[src/rtl/round_sequencer.sv]
// round_sequencer: drives a countdown timer through a fixed number of game
// rounds. It re-arms the timer before each round, enables it while the round
// runs, and inserts a timed break between rounds. It also flags the low-time
// warning and game over.
module round_sequencer #(
    parameter int unsigned NUM_ROUNDS = 3,          // rounds per game, 1..15
    parameter int unsigned BREAK_CYC  = 100000000,  // break length in clk cycles, 0 acts as 1
    parameter int unsigned WARN_SEC   = 10          // warn while seconds <= this
) (
    input  logic       i_clk,
    input  logic       i_rst_n,        // asynchronous, active-low
    input  logic       i_start,        // one-cycle pulse: begin a game
    input  logic       i_abort,        // one-cycle pulse: cancel the game
    input  logic       i_tmr_done,     // timer done flag (sticky level)
    input  logic [7:0] i_tmr_t,        // timer seconds remaining
    output logic       o_tmr_en,       // timer enable, high only in RUN
    output logic       o_tmr_rst_n,    // timer reset, low in IDLE and ARM
    output logic [3:0] o_round_num,    // 1..NUM_ROUNDS, 0 when idle
    output logic       o_round_done,   // one-cycle pulse when a round expires
    output logic       o_warn,         // low-time warning during RUN
    output logic       o_game_over     // high in OVER
);

    // The last break-counter value. A zero break length behaves like one cycle.
    localparam logic [31:0] BREAK_LAST = (BREAK_CYC == 0) ? 32'd0 : BREAK_CYC - 32'd1;
    localparam logic [3:0]  LAST_ROUND = 4'(NUM_ROUNDS);
    localparam logic [7:0]  WARN_T     = 8'(WARN_SEC);

    typedef enum logic [2:0] {
        S_IDLE  = 3'd0,
        S_ARM   = 3'd1,
        S_RUN   = 3'd2,
        S_BREAK = 3'd3,
        S_OVER  = 3'd4
    } state_t;

    state_t      r_state;
    state_t      w_state_next;
    logic [3:0]  r_round;
    logic [3:0]  w_round_next;
    logic [31:0] r_brk_cnt;
    logic [31:0] w_brk_cnt_next;
    logic        w_round_done_next;

    logic        r_tmr_en;
    logic        r_tmr_rst_n;
    logic        r_round_done;
    logic        r_warn;
    logic        r_game_over;

    // Next-state, round and break-counter logic. An abort wins over every other event.
    always_comb begin
        w_state_next      = r_state;
        w_round_next      = r_round;
        w_brk_cnt_next    = r_brk_cnt;
        w_round_done_next = 1'b0;
        case (r_state)
            S_IDLE: begin
                if (i_start && !i_abort) begin
                    w_state_next = S_ARM;
                    w_round_next = 4'd1;
                end
            end
            S_ARM: begin
                if (i_abort) begin
                    w_state_next = S_IDLE;
                    w_round_next = 4'd0;
                end else begin
                    w_state_next = S_RUN;
                end
            end
            S_RUN: begin
                if (i_abort) begin
                    w_state_next = S_IDLE;
                    w_round_next = 4'd0;
                end else if (i_tmr_done) begin
                    w_round_done_next = 1'b1;
                    if (r_round >= LAST_ROUND) begin
                        w_state_next = S_OVER;
                    end else begin
                        w_state_next   = S_BREAK;
                        w_brk_cnt_next = 32'd0;
                    end
                end
            end
            S_BREAK: begin
                if (i_abort) begin
                    w_state_next   = S_IDLE;
                    w_round_next   = 4'd0;
                    w_brk_cnt_next = 32'd0;
                end else if (r_brk_cnt == BREAK_LAST) begin
                    w_state_next   = S_ARM;
                    w_round_next   = r_round + 4'd1;
                    w_brk_cnt_next = 32'd0;
                end else begin
                    w_brk_cnt_next = r_brk_cnt + 32'd1;
                end
            end
            S_OVER: begin
                if (i_abort) begin
                    w_state_next = S_IDLE;
                    w_round_next = 4'd0;
                end else if (i_start) begin
                    w_state_next = S_ARM;
                    w_round_next = 4'd1;
                end
            end
            default: begin
                w_state_next   = S_IDLE;
                w_round_next   = 4'd0;
                w_brk_cnt_next = 32'd0;
            end
        endcase
    end

    // State, counters and registered outputs. The timer controls are decoded from
    // the next state, so they line up with the state register.
    always_ff @(posedge i_clk or negedge i_rst_n) begin
        if (!i_rst_n) begin
            r_state      <= S_IDLE;
            r_round      <= 4'd0;
            r_brk_cnt    <= 32'd0;
            r_tmr_en     <= 1'b0;
            r_tmr_rst_n  <= 1'b0;
            r_round_done <= 1'b0;
            r_warn       <= 1'b0;
            r_game_over  <= 1'b0;
        end else begin
            r_state      <= w_state_next;
            r_round      <= w_round_next;
            r_brk_cnt    <= w_brk_cnt_next;
            r_tmr_en     <= (w_state_next == S_RUN);
            r_tmr_rst_n  <= !((w_state_next == S_IDLE) || (w_state_next == S_ARM));
            r_round_done <= w_round_done_next;
            r_warn       <= (r_state == S_RUN) && (i_tmr_t <= WARN_T);
            r_game_over  <= (w_state_next == S_OVER);
        end
    end

    assign o_tmr_en     = r_tmr_en;
    assign o_tmr_rst_n  = r_tmr_rst_n;
    assign o_round_num  = r_round;
    assign o_round_done = r_round_done;
    assign o_warn       = r_warn;
    assign o_game_over  = r_game_over;

endmodule

[config.mk]
export PLATFORM = sky130hd
export DESIGN_NAME = round_sequencer
export DESIGN_NICKNAME = d
export VERILOG_FILES = /design/src/rtl/round_sequencer.sv
export SDC_FILE = /design/constraint.sdc
export NUM_CORES = 1
export LEC_CHECK = 0
export ABC_AREA = 1
export BUFFER_PORTS_ARGS = -buffer_cell sky130_fd_sc_hd__clkbuf_2
export CAP_MARGIN = 20
export CORE_MARGIN = 5
export CORE_UTILIZATION = 25
export DETAILED_ROUTE_END_ITERATION = 10
export PLACE_DENSITY_LB_ADDON = 0.25
export SLEW_MARGIN = 15
export SYNTH_ARGS = -nofsm -noshare
export SYNTH_HDL_FRONTEND = slang
export SYNTH_SLANG_ARGS = --single-unit
[constraint.sdc]
create_clock -name i_clk -period 2 [get_ports i_clk]
set_input_delay 0.4 -clock i_clk [delete_from_list [all_inputs] [get_ports i_clk]]
set_output_delay 0.4 -clock i_clk [all_outputs]
set_load 0.005 [all_outputs]
==> impl_metrics.ini, run 1 <==
[critical_path]
path_delay_family = simple AND/OR/NAND/NOR gates
critical_path_class = register to register
crit_end_category = register
r2r_end = r_brk_cnt[26]$_DFFE_PN0P_
worst-endpoint-arrival_ns = 1.97
cp_slowest_cell = dfrtp_1
critPathRequiredTime_ns = 2.20
worstSetupStartpoint = r_brk_cnt[0]$_DFFE_PN0P_
critical_path_depth = 10
cp-start-kind = register
r2r.worst_path.cells = 10
critical_path_peak_fanout = 13
worstSetupEndpoint = r_brk_cnt[26]$_DFFE_PN0P_
rrSetupSlack_ns = 0.23
reg2reg_from = r_brk_cnt[0]$_DFFE_PN0P_
crit_path_cell_trace = ha_1 > inv_1 > nor2_2 > nand2_1 > nor2_1 > nand3_2 > nand2_4 > nand2_4 > inv_2 > nor2_1
crit_path_max_incr_delay_ns = 0.42
crit_buf_inv = 2

[global_routing]
grt_max_degree = 25
grt_first_pass_wirelength_microns = 12400
grt_antenna_before_repair = 0
gr-total-overflow = 0
grt_pass1_vias = 2594
track_usage_pct = 11.8

[power]
switchingPower_uw = 554
power-per-cell-area_nw_per_um2 = 615
p_leak_nw = 1.47
comb_power_share_pct = 13.0
p_sw_share_pct = 28.5
max-vdd-ir-drop_mv = 0.354
p_clk_share_pct = 37.1
p_int_mw = 1.39
power_frac_seq_pct = 49.9

[die]
num_rows = 38
dieArea_sq_um = 13200
core_sq_um = 10800
die_width_microns = 115
num_io_pins = 22
start_util_pct = 25.4
die_height_microns = 115

[worst_hold_path]
min-delay-path-class = input pin to asynchronous set/reset pin

[timing]
report.final.slew_viol_count = 0
layout_min_cycle_time_ns = 1.77
worstMarginPinSlew_ns = 0.564
clock.fmax_mhz = 565
period_share_pct = 88.5
maxSlewHeadroom_pct = 62.4
setup-violations-final = 0
rsz0062_at_grt = true
sum_of_negative_setup_slack_ns = 0
clock-skew-final_ns = 0.00591
finalHoldViolations = 0

[synth]
synth.yosys.warnings = 0
post_synth_xor_area_fraction_pct = 1.91
main_combinational_cell_family_by_area_after_synthesis = simple AND/OR/NAND/NOR gates
compound_gate_fraction_of_synth_area_pct = 5.86
post_synth_num_cell_types = 29
number_of_enable_type_register_cells_in_the_synthesized_netlist = 0
synth-simple-area-share_pct = 42.7
synth-adder-area-share_pct = 0.908
synthesis.area_sq_um = 2760
async_flop_share_pct = 100
postSynthCellCount = 406
postSynthRegisterBits = 44
ys.flop_type = dfrtp_1
postSynthNetCount = 421
synth-seq-area-share_pct = 40.0
share_of_cell_area_taken_by_muxes_after_synthesis_pct = 0
avgSynthCellArea_sq_um = 6.79

[layout]
synthToLayoutAreaGrowth_pct = 14.7
drive_above_1_share_pct = 13.1
multi_input_comb_area_sq_um = 1420
finished_core_util_pct = 29.2
fill_cells = 1206
area_occupied_by_registers_sq_um = 1100
num_antenna_cells = 0
final_nets = 448

[job]
drv_cap = 0

[routing]
viasPerCell = 4.51
ant_nets = 0
number_of_vias_after_detailed_routing = 2588
drt-wirelength-per-cell_microns = 12.5
drt_pre_antenna_iters = 4
drtIter0Drc = 136
drc_errors = 0
route.final.wire_length_microns = 7170

[outcome]
result_of_the_run = finished, final reports clean

[clocking]
clockRootBuffer = clkbuf_8
cts_made_buffers = 5
clock_insertion_delay_worst_skew_ns = 0.31
h_tree_levels = 2
numClockSinks = 44
cts_tree = done
worst_setup_hold_path_clk_slew_ns = 0.09
clock_tree.buffer_depth = 2

[placement]
portBuffers = 21
place.detailed.hpwl_microns = 5580
gp_routability_congestion = 0.886
-- cells in the mapped netlist (all sizes together) (3+ instances only) --
master	number	share of area, %
a21oi	9	1.6
buf	5	1.4
dfrtp	44	40
inv	52	7.1
nand2	119	17
nand3	28	5.4
nand4	19	4.3
nor2	88	13
nor3	7	1.5
nor4	3	0.68
o21ai	15	2.7
o21bai	3	0.82
xnor2	6	1.9
-- power groups by stage --
stage                     Clock, mW  Combinational, mW  Sequential [mW]
final                         0.721              0.252            0.969
after global routing          0.789              0.289            0.975
after CTS                     0.747              0.255            0.969
after detailed placement          0              0.254            0.986
after global placement            0              0.254            0.984
after floorplan                   0              0.158            0.982
-- registers in the layout, indices dropped and copies added (netlist names) --
| register | flops |
|---|---|
| o_warn | 1 |
| r_state | 3 |
| o_tmr_rst_n | 1 |
| r_brk_cnt | 32 |
| o_tmr_en | 1 |
| o_game_over | 1 |
| o_round_done | 1 |
| o_round_num | 4 |
-- routing by layer --
metal / vias to the layer above / share of wire, % / track usage, %
li1: 1339 / - / -
met1: 1178 / 50 / 16.5
met2: 55 / 45 / 18.1
met3: 16 / 3.2 / 2.21
met4: 0 / 2.2 / 4.15
met5: - / 0 / 0
-- kinds of logic (layout without fill, tap and decap cells) --
family,after synthesis,count (layout)
AND/OR/NAND/NOR,267,267
buffers and inverters,58,86
flip-flops,44,44
AO/OA/AOI/OAI,29,29
XOR/XNOR,6,6
adder cells (fa/ha/maj),2,2
-- cell type report --
| type | count | share of cell area, % |
|---|---|---|
| inverters | 52 | 6.25 |
| repair buffers | 26 | 4.91 |
| multi-input cells | 304 | 44.8 |
| flip-flops and latches | 44 | 34.8 |
| clock buffers | 5 | 2.18 |
| clock inverters | 3 | 1.46 |
| well taps | 140 | 5.54 |
-- per-stage QoR --
step                std cells  power [mW]  area [sq um]  hold WS (ns)  worst slack, ns
detailed placement        566        1.24          3040         0.424            0.199
CTS                       574        1.97          3160        0.0765            0.181
floorplan                 406        1.14          2760         0.104            0.451
finish                    574        1.94          3160        0.0692            0.230
global placement          566        1.24          3040         0.412            0.253
global route              574        2.05          3160         0.102          -0.0155
-- layout by cell type, fill, tap and decap left out, drive strengths merged, types with 5 or more instances in the layout --
cell type / instances
clkbuf: 26
o21ai: 15
buf: 5
nand2: 119
nor2: 88
inv: 53
a21oi: 9
nand3: 28
nor3: 7
dfrtp: 44
nand4: 19
xnor2: 6
-- how the worst min path moves through the flow --
stage,end,startpoint,slack (ns)
2_1_floorplan,o_game_over$_DFF_PN0_,i_rst_n,0.10
3_3_place_gp,r_brk_cnt[14]$_DFFE_PN0P_,i_rst_n,0.41
3_5_place_dp,r_brk_cnt[14]$_DFFE_PN0P_,i_rst_n,0.42
4_1_cts,r_brk_cnt[8]$_DFFE_PN0P_,i_rst_n,0.08
5_1_grt,r_brk_cnt[9]$_DFFE_PN0P_,i_rst_n,0.10
6_report,r_brk_cnt[8]$_DFFE_PN0P_,i_rst_n,0.07
-- what timing repair did --
item                                    4_1_cts  5_1_grt
endpoints found under the setup margin        0       10
gates resized for setup                       0        1
setup buffers                                 0        0
hold buffers                                  0        0
(Power assumes the default switching activity.)
==> run 2: changes to the inputs <==
REMOVE_ABC_BUFFERS = 1   (was not set)
==> impl_metrics.ini, run 2 (synthesized netlist as in run 1, its figures left out) <==
[global_routing]
grt_max_degree = 30
gr-total-overflow = 0
track_usage_pct = 11.7
grt_pass1_vias = 2610
grt_first_pass_wirelength_microns = 12600
grt_antenna_before_repair = 0

[routing]
drt_pre_antenna_iters = 4
ant_nets = 0
number_of_vias_after_detailed_routing = 2625
drt-wirelength-per-cell_microns = 12.7
viasPerCell = 4.57
drc_errors = 0
route.final.wire_length_microns = 7330
drtIter0Drc = 213

[critical_path]
r2r_end = r_brk_cnt[4]$_DFFE_PN0P_
cp-start-kind = register
crit_end_category = register
worst-endpoint-arrival_ns = 1.98
critPathRequiredTime_ns = 2.20
critical_path_peak_fanout = 13
rrSetupSlack_ns = 0.22
critical_path_class = register to register
reg2reg_from = r_brk_cnt[0]$_DFFE_PN0P_
r2r.worst_path.cells = 10

[die]
start_util_pct = 25.4
dieArea_sq_um = 13200
die_width_microns = 115
num_rows = 38
core_sq_um = 10800
num_io_pins = 22
die_height_microns = 115

[outcome]
result_of_the_run = finished, final reports clean

[layout]
most_common_cell_after_layout_fill_and_taps_aside = nand2_1
largest_reg_flops = 32
final_nets = 449
max_flop_register = r_brk_cnt
num_antenna_cells = 0
drive_above_1_share_pct = 13.3
mostFrequentLayoutCells = nand2_1, nor2_1, inv_1, dfrtp_1, nand3_1
synthToLayoutAreaGrowth_pct = 15.3

[power]
max-vdd-ir-drop_mv = 0.325
power-per-cell-area_nw_per_um2 = 603
p_total_mw = 1.92
p_leak_nw = 1.48

[clocking]
h_tree_levels = 2
clockRootBuffer = clkbuf_8
cts.repair_timing.setup_buffer_count = 0
numClockSinks = 44
cts_made_buffers = 5
clock_insertion_delay_worst_skew_ns = 0.30
clock_tree.buffer_depth = 2
worst_setup_hold_path_clk_slew_ns = 0.09
cts_tree = done

[timing]
setup-violations-final = 0
layout_min_cycle_time_ns = 1.78
finalHoldViolations = 0
report.final.slew_viol_count = 0
sum_of_negative_setup_slack_ns = 0
setup_ws_ns = 0.217
clock-skew-final_ns = 0.00540
maxSlewHeadroom_pct = 67.8
worstMarginPinSlew_ns = 0.483
clock.fmax_mhz = 561
period_share_pct = 89.2

[placement]
gp_routability_congestion = 0.842
dpl_worst_slack_ns = 0.129
portBuffers = 21
place.detailed.hpwl_microns = 5710

[worst_hold_path]
min-delay-path-class = input pin to asynchronous set/reset pin

[job]
drv_cap = 0
-- run 2: cell type report --
type / instances / area, sq um
flip-flops and latches: 44 / 1100
well taps: 140 / 175
fillers: 1203 / 7660
repair buffers: 27 / 163
inverters: 52 / 200
clock inverters: 2 / 35.0
clock buffers: 6 / 72.6
multi-input cells: 304 / 1430
-- run 2: worst max path at each step --
stage,to,from,depth (start not counted),slack [ns]
floorplan,r_brk_cnt[26]$_DFFE_PN0P_,o_round_num[0]$_DFFE_PN0P_,9,0.34
global placement,r_brk_cnt[26]$_DFFE_PN0P_,r_brk_cnt[0]$_DFFE_PN0P_,10,0.13
detailed placement,r_brk_cnt[9]$_DFFE_PN0P_,r_brk_cnt[0]$_DFFE_PN0P_,10,0.13
CTS,r_brk_cnt[9]$_DFFE_PN0P_,o_round_num[0]$_DFFE_PN0P_,9,0.12
global route,r_brk_cnt[5]$_DFFE_PN0P_,o_round_num[0]$_DFFE_PN0P_,10,-0.003
finish,r_brk_cnt[4]$_DFFE_PN0P_,r_brk_cnt[0]$_DFFE_PN0P_,10,0.22
-- run 2: repair_timing --
| action | CTS | global route |
|---|---|---|
| hold buffers | 0 | 0 |
| setup endpoints to repair | 0 | 13 |
| resized for setup | 0 | 5 |
| endpoints found under the hold margin | 0 | 0 |
-- run 2: per-layer routing --
layer  global-route usage [%]  share of wire (%)  vias up
met2                     19.0                 45       61
met1                     16.1                 48     1209
met4                     2.82                1.1        0
li1                         -                  -     1346
met5                        0                  0        -
met3                     2.37                5.5        9
-- run 2: metrics by stage --
step	utilization (%)	cells	cell area [sq um]	hold WS (ns)
3_5_place_dp	28.1	567	3050	0.387
4_1_cts	29.1	575	3160	0.0583
3_3_place_gp	28.1	567	3050	0.387
5_1_grt	29.3	575	3180	0.0854
6_report	29.3	575	3180	0.0422
2_1_floorplan	-	400	2710	0.104
-- run 2: critical path, stage by stage (launching register included) --
cell and delay [ns]:
dfrtp_1 0.41, ha_1 0.21, inv_1 0.10, nor2_4 0.15, nand2_1 0.07, nor2_1 0.12, nand3_2 0.13, nand2_4 0.15
nand2_4 0.14, inv_4 0.13, nor2_1 0.05
-- run 2: report_power, final --
part,internal [mW],total (mW),switching [mW],leakage (nW)
clock network,0.371,0.689,0.318,0.0552
registers,0.929,0.969,0.0400,0.609
logic,0.0879,0.257,0.169,0.812
